===== config.mk =====
export PLATFORM = sky130hd
export DESIGN_NAME = mem_arbiter_flat
export DESIGN_NICKNAME = d
export VERILOG_FILES = /design/src/rtl/mem_arbiter_if.sv /design/src/rtl/mem_arbiter.sv /design/src/flat_wrapper.sv
export SDC_FILE = /design/constraint.sdc
export NUM_CORES = 1
export LEC_CHECK = 0
export ABC_AREA = 1
export CORE_ASPECT_RATIO = 1.1
export CORE_MARGIN = 5
export CORE_UTILIZATION = 36
export DETAILED_ROUTE_END_ITERATION = 8
export MAX_ROUTING_LAYER = met4
export PLACE_DENSITY_LB_ADDON = 0.15
export SETUP_SLACK_MARGIN = 0.5
export SLEW_MARGIN = 20
export SYNTH_ARGS = -nofsm -noshare
export SYNTH_HDL_FRONTEND = slang
export SYNTH_SLANG_ARGS = --single-unit

===== constraint.sdc =====
create_clock -name CLK -period 2.4 [get_ports CLK]
set_input_delay 0.36 -clock CLK [delete_from_list [all_inputs] [get_ports CLK]]
set_output_delay 0.36 -clock CLK [all_outputs]
set_load 0.01 [all_outputs]

===== src/rtl/mem_arbiter_if.sv =====
// Bus bundle between the request unit, the arbiter and the single-ported RAM.
// Both the datapath lines and the RAM port live here so the arbiter has one bus port.
interface mem_arbiter_if #(
  parameter int WORD_W = 32,
  parameter int ADDR_W = 32
);
  // Handshake: a request line (imemREN / dmemREN / dmemWEN) is held by the
  // requester until its one-cycle hit pulse; the hit is the only completion
  // signal, and iload/dload are meaningful only in that hit cycle.
  logic              imemREN;
  logic [ADDR_W-1:0] imemaddr;
  logic              dmemREN;
  logic              dmemWEN;
  logic [ADDR_W-1:0] dmemaddr;
  logic [WORD_W-1:0] dmemstore;
  logic              ihit;
  logic [WORD_W-1:0] iload;
  logic              dhit;
  logic [WORD_W-1:0] dload;

  logic              ramREN;
  logic              ramWEN;
  logic [ADDR_W-1:0] ramaddr;
  logic [WORD_W-1:0] ramstore;
  logic [WORD_W-1:0] ramload;
  logic [1:0]        ramstate;

  modport slave (
    input  imemREN, imemaddr, dmemREN, dmemWEN, dmemaddr, dmemstore,
    input  ramload, ramstate,
    output ihit, iload, dhit, dload,
    output ramREN, ramWEN, ramaddr, ramstore
  );

  modport master (
    output imemREN, imemaddr, dmemREN, dmemWEN, dmemaddr, dmemstore,
    output ramload, ramstate,
    input  ihit, iload, dhit, dload,
    input  ramREN, ramWEN, ramaddr, ramstore
  );
endinterface


===== src/rtl/mem_arbiter.sv =====
// Round-robin arbiter serializing instruction reads and data reads/writes onto
// one RAM port; latches a sticky error on RAM ERROR or on a wait timeout.
module mem_arbiter #(
  parameter int WORD_W   = 32,
  parameter int ADDR_W   = 32,
  parameter int MAX_WAIT = 15
) (
  input  logic          CLK,
  input  logic          nRST,
  mem_arbiter_if.slave  bus,
  output logic          mem_err,
  output logic [1:0]    dbg_state
);

  typedef enum logic [1:0] {
    IDLE = 2'd0,
    IGNT = 2'd1,
    DGNT = 2'd2,
    ERR  = 2'd3
  } state_t;

  localparam logic [1:0] RAM_ACCESS = 2'b10;
  localparam logic [1:0] RAM_ERROR  = 2'b11;
  localparam int         CW         = (MAX_WAIT < 1) ? 1 : $clog2(MAX_WAIT + 1);
  localparam logic [CW-1:0] CNT_MAX  = CW'(MAX_WAIT);
  localparam logic [CW-1:0] CNT_LAST = CW'(MAX_WAIT - 1);

  state_t            state, state_nx;
  logic [CW-1:0]     cnt, cnt_nx;
  logic              last_d, last_d_nx;
  logic [ADDR_W-1:0] addr_q, addr_nx;
  logic [WORD_W-1:0] data_q, data_nx;
  logic              wr_q, wr_nx;

  logic dreq;
  logic grant_d;
  logic grant_i;
  logic access;
  logic ram_fail;
  logic dreq_held;

  assign dreq      = bus.dmemREN | bus.dmemWEN;
  // On contention the side that did not win last time gets the port.
  assign grant_d   = dreq & (~bus.imemREN | ~last_d);
  assign grant_i   = bus.imemREN & ~grant_d;
  assign access    = (bus.ramstate == RAM_ACCESS);
  assign ram_fail  = (bus.ramstate == RAM_ERROR);
  // A captured write completes only while dmemWEN is still high; a read needs dmemREN.
  assign dreq_held = wr_q ? bus.dmemWEN : bus.dmemREN;

  always_ff @(posedge CLK or negedge nRST) begin
    if (!nRST) begin
      state  <= IDLE;
      cnt    <= '0;
      last_d <= 1'b0;
      addr_q <= '0;
      data_q <= '0;
      wr_q   <= 1'b0;
    end else begin
      state  <= state_nx;
      cnt    <= cnt_nx;
      last_d <= last_d_nx;
      addr_q <= addr_nx;
      data_q <= data_nx;
      wr_q   <= wr_nx;
    end
  end

  always_comb begin
    state_nx     = state;
    cnt_nx       = cnt;
    last_d_nx    = last_d;
    addr_nx      = addr_q;
    data_nx      = data_q;
    wr_nx        = wr_q;
    bus.ramREN   = 1'b0;
    bus.ramWEN   = 1'b0;
    bus.ramaddr  = '0;
    bus.ramstore = '0;
    bus.ihit     = 1'b0;
    bus.iload    = '0;
    bus.dhit     = 1'b0;
    bus.dload    = '0;
    mem_err      = 1'b0;

    case (state)
      IDLE: begin
        if (grant_d) begin
          state_nx  = DGNT;
          addr_nx   = bus.dmemaddr;
          data_nx   = bus.dmemstore;
          wr_nx     = bus.dmemWEN;
          last_d_nx = 1'b1;
          cnt_nx    = '0;
        end else if (grant_i) begin
          state_nx  = IGNT;
          addr_nx   = bus.imemaddr;
          wr_nx     = 1'b0;
          last_d_nx = 1'b0;
          cnt_nx    = '0;
        end
      end

      IGNT, DGNT: begin
        bus.ramaddr = addr_q;
        if (state == IGNT) begin
          bus.ramREN = 1'b1;
        end else begin
          bus.ramREN   = ~wr_q;
          bus.ramWEN   = wr_q;
          bus.ramstore = data_q;
        end

        if (access) begin
          state_nx = IDLE;
          if (state == IGNT && bus.imemREN) begin
            bus.ihit  = 1'b1;
            bus.iload = bus.ramload;
          end
          if (state == DGNT && dreq_held) begin
            bus.dhit  = 1'b1;
            bus.dload = bus.ramload;
          end
        end else if (ram_fail) begin
          state_nx = ERR;
        end else begin
          if (cnt != CNT_MAX) cnt_nx = cnt + 1'b1;
          // This waiting cycle is the MAX_WAIT-th one: give up on the RAM.
          if (cnt >= CNT_LAST) state_nx = ERR;
        end
      end

      ERR: begin
        mem_err = 1'b1;
      end

      default: begin
        state_nx = IDLE;
      end
    endcase
  end

  assign dbg_state = state;

  hits_exclusive: assert property (@(posedge CLK) disable iff (!nRST)
    !(bus.ihit && bus.dhit));

  no_enables_outside_grant: assert property (@(posedge CLK) disable iff (!nRST)
    (state == IDLE || state == ERR) |-> !(bus.ramREN || bus.ramWEN));

endmodule


===== src/flat_wrapper.sv =====
// flat-port wrapper written by rule: the top's interface ports become plain ports
module mem_arbiter_flat 
#(
  parameter int WORD_W   = 32,
  parameter int ADDR_W   = 32,
  parameter int MAX_WAIT = 15
)
  (CLK, nRST, mem_err, dbg_state, bus_imemREN, bus_imemaddr, bus_dmemREN, bus_dmemWEN, bus_dmemaddr, bus_dmemstore, bus_ramload, bus_ramstate, bus_ihit, bus_iload, bus_dhit, bus_dload, bus_ramREN, bus_ramWEN, bus_ramaddr, bus_ramstore);
  mem_arbiter_if #(.WORD_W(WORD_W), .ADDR_W(ADDR_W)) bus_i ();
  input  logic CLK;
  input  logic nRST;
  output logic mem_err;
  output logic [1:0] dbg_state;
  input wire logic [$bits(bus_i.imemREN)-1:0] bus_imemREN;
  input wire logic [$bits(bus_i.imemaddr)-1:0] bus_imemaddr;
  input wire logic [$bits(bus_i.dmemREN)-1:0] bus_dmemREN;
  input wire logic [$bits(bus_i.dmemWEN)-1:0] bus_dmemWEN;
  input wire logic [$bits(bus_i.dmemaddr)-1:0] bus_dmemaddr;
  input wire logic [$bits(bus_i.dmemstore)-1:0] bus_dmemstore;
  input wire logic [$bits(bus_i.ramload)-1:0] bus_ramload;
  input wire logic [$bits(bus_i.ramstate)-1:0] bus_ramstate;
  output wire logic [$bits(bus_i.ihit)-1:0] bus_ihit;
  output wire logic [$bits(bus_i.iload)-1:0] bus_iload;
  output wire logic [$bits(bus_i.dhit)-1:0] bus_dhit;
  output wire logic [$bits(bus_i.dload)-1:0] bus_dload;
  output wire logic [$bits(bus_i.ramREN)-1:0] bus_ramREN;
  output wire logic [$bits(bus_i.ramWEN)-1:0] bus_ramWEN;
  output wire logic [$bits(bus_i.ramaddr)-1:0] bus_ramaddr;
  output wire logic [$bits(bus_i.ramstore)-1:0] bus_ramstore;
  assign bus_i.imemREN = bus_imemREN;
  assign bus_i.imemaddr = bus_imemaddr;
  assign bus_i.dmemREN = bus_dmemREN;
  assign bus_i.dmemWEN = bus_dmemWEN;
  assign bus_i.dmemaddr = bus_dmemaddr;
  assign bus_i.dmemstore = bus_dmemstore;
  assign bus_i.ramload = bus_ramload;
  assign bus_i.ramstate = bus_ramstate;
  assign bus_ihit = bus_i.ihit;
  assign bus_iload = bus_i.iload;
  assign bus_dhit = bus_i.dhit;
  assign bus_dload = bus_i.dload;
  assign bus_ramREN = bus_i.ramREN;
  assign bus_ramWEN = bus_i.ramWEN;
  assign bus_ramaddr = bus_i.ramaddr;
  assign bus_ramstore = bus_i.ramstore;
  mem_arbiter #(.WORD_W(WORD_W), .ADDR_W(ADDR_W), .MAX_WAIT(MAX_WAIT)) u_core (.CLK(CLK), .nRST(nRST), .bus(bus_i), .mem_err(mem_err), .dbg_state(dbg_state));
endmodule

==> results.toml <==
[worst_setup_path]
cp-end-kind = "output port"
path_class = "reg -> out"
required_ns = 2.04
crit_arrival_ns = 1.87
startpoint_type = "flip-flop"
crit_path_max_fanout = 15
max_stage_delay_ns = 0.54
cp_cell_sequence = "inv_2 -> ha_4 -> buf_6 -> nand2_1 -> inv_1 -> clkdlybuf4s50_1"
slowest_stage = "clkdlybuf4s50_1"

[die]
die_h_um = 127
fp.dieW_um = 116
die_area_um2 = 14700
initial_core_util_pct = 36.8
coreArea_um2 = 12100
io_pins = 270
row_count = 42

[timing]
tightest_slew_ns = 0.887
finalSetupViolations = 0
rsz0062_at_grt = "true"
fin_crit_sh_pct = 92.8
fin_crit_ns = 2.23
relSlewSlack_pct = 40.9
skew_ns = 0.00641
tns_ns = 0
holdWs_ns = 0.152
hold_viol = 0
fmax_ghz = 0.449
drv_slew = 0
setup_slack_ns = 0.174

[yosys]
seq_area_frac_synth_pct = 40.5
syn_nets = 819
synthCells = 678
ys_seq_elements = 72
synth_warnings = 0
yosysUniqueCellTypes = 21
syn-cell-area_um2 = 4450
synth.area.top_cells = "dfrtp_1, nand2_1, nor2_1, inv_1, nand3_1"
syn_avg_cell_area_um2 = 6.57
synth_top_area_share_pct = 40.5
yosys.area.top_type = "dfrtp_1"

[finish]
fillers = 1041
multi_input_area_um2 = 2180
final_cell_mix = "nand2_1, clkdlybuf4s50_1, inv_1, nor2_1, dfrtp_1"
nNetsFinal = 1090
drive_above_1_share_pct = 25.3
seqCellArea_um2 = 1800
area_growth_pct = 74.4
layout_commonest_cell = "nand2_1"

[clocking]
ctsHoldBuffers = 0
numCtsBuffers = 9
path_clk_slew_ns = 0.05
clkSinkCount = 72
insertion_delay_ns = 0.32
cts_root_buf = "clkbuf_16"
cts_buffer_depth = 2
cts_tree = "yes"
ctsHtreeMaxLevel = 3

[route]
via_per_inst = 4.51
post-route-drc-count = 0
num_vias = 5005
wl_per_cell_um = 13.8
routed_wirelength_um = 15300
dr.pass1.iters = 4
drt_iter0_drc = 262
antenna_left = 0

[grt]
grt_pass1_vias = 4998
grt_max_degree = 73
grt_pass1_wl_um = 23600
grt-ovfl-total = 0
grt_use_total_pct = 20.6
antenna_found_initial = 2

[placed_design]
dp_slack_ns = -0.272
io_buffers = 269
dp_hpwl_um = 11900
gp_congestion = 0.972

[power_and_ir_drop]
ir_drop_v = 0.000740
p_per_area_nw_per_um2 = 1090
p_leak_nw = 4.30

[outcome]
status = "completed"

[run]
maxCapViolCount = 0

[hold_path]
min_path_type = "in -> async"
## flip-flops by register name (all words and copies together) (netlist names)
register / flops
u_core.wr_q: 1
u_core.dbg_state: 2
u_core.cnt: 4
u_core.data_q: 32
u_core.last_d: 1
u_core.addr_q: 32
## kinds of logic after synthesis
group	Yosys count	synth area share (%)
compound gates	40	6.18
simple gates	410	36.6
fa+ha+maj	6	1.69
buf+inv	150	15.1
flops	72	40.5
## worst max-delay path, delay by kind of cell, from the launching register on
family | cells | cell delay (ns)
and+or+nand+nor | 1 | 0.06
buffers and inverters | 4 | 0.84
adders and majority gates | 1 | 0.30
DFF | 1 | 0.35
## power breakdown
group	switching [W]	total, W	internal (W)
logic	0.00298	0.00525	0.00226
clock network	0.000463	0.00119	0.000724
registers	0.000248	0.00204	0.00179
## final timing paths
| path | to | slack (ns) | cells past startpoint | start |
|---|---|---|---|---|
| worst min register to register | u_core.addr_q[25] | 0.48 | 2 | u_core.addr_q[25] |
| max in group asynchronous | u_core.dbg_state[1] | 1.66 | 1 | nRST |
| min in group CLK | u_core.addr_q[25] | 0.48 | 2 | u_core.addr_q[25] |
| worst max-delay path | bus_ramaddr[1] | 0.17 | 6 | u_core.dbg_state[1] |
| worst max register to register | u_core.data_q[16] | 0.94 | 5 | u_core.last_d |
| worst min-delay path | u_core.data_q[7] | 0.15 | 1 | nRST |
## through the flow
| stage | area (um^2) | std cells | total power (W) | utilization, % |
|---|---|---|---|---|
| 6_report | 7760 | 1110 | 0.00848 | 64.2 |
| 2_1_floorplan | 4620 | 678 | 0.00495 | - |
| 3_5_place_dp | 7480 | 1086 | 0.00760 | 61.9 |
| 4_1_cts | 7780 | 1104 | 0.00865 | 64.4 |
| 5_1_grt | 7760 | 1110 | 0.00922 | 64.2 |
| 3_3_place_gp | 7480 | 1086 | 0.00751 | 61.9 |
## Yosys cell counts
| library cell | n |
|---|---|
| nand2_1 | 222 |
| nor2_1 | 139 |
| inv_1 | 112 |
| dfrtp_1 | 72 |
| nand3_1 | 40 |
| a21oi_1 | 18 |
| a21oi_2 | 17 |
| buf_6 | 11 |
| buf_2 | 8 |
| clkbuf_1 | 8 |
| ha_1 | 6 |
| buf_1 | 4 |
| buf_4 | 4 |
| o21ai_0 | 4 |
| inv_2 | 3 |
| nand3_2 | 3 |
| nand2_2 | 2 |
| nand4_1 | 2 |
| nor2_4 | 1 |
| o21ai_4 | 1 |
| or2_4 | 1 |
## layer usage
layer,track usage [%],part of all wire (%),up-vias
met5,-,0,-
met4,9.15,2.6,0
met3,3.62,7.1,24
met2,35.2,50,196
met1,23.4,40,2250
li1,-,-,2535
## timing repair
item | in CTS | in global routing
resized for setup | 268 | 105
buffers inserted | 2 | 3
endpoints found under the setup margin | 133 | 137
pin swaps | 2 | 2
cloned | 0 | 1
## area by class of cell
cell class	count	share of cell area [%]
Antenna cell	2	0.0645
Timing Repair Buffer	295	37.1
Clock buffer	13	3.22
Clock inverter	3	0.226
Inverter	115	5.59
Multi-Input combinational cell	456	28.1
Sequential cell	72	23.2
Tap cell	154	2.48
(Power assumes the default switching activity.)
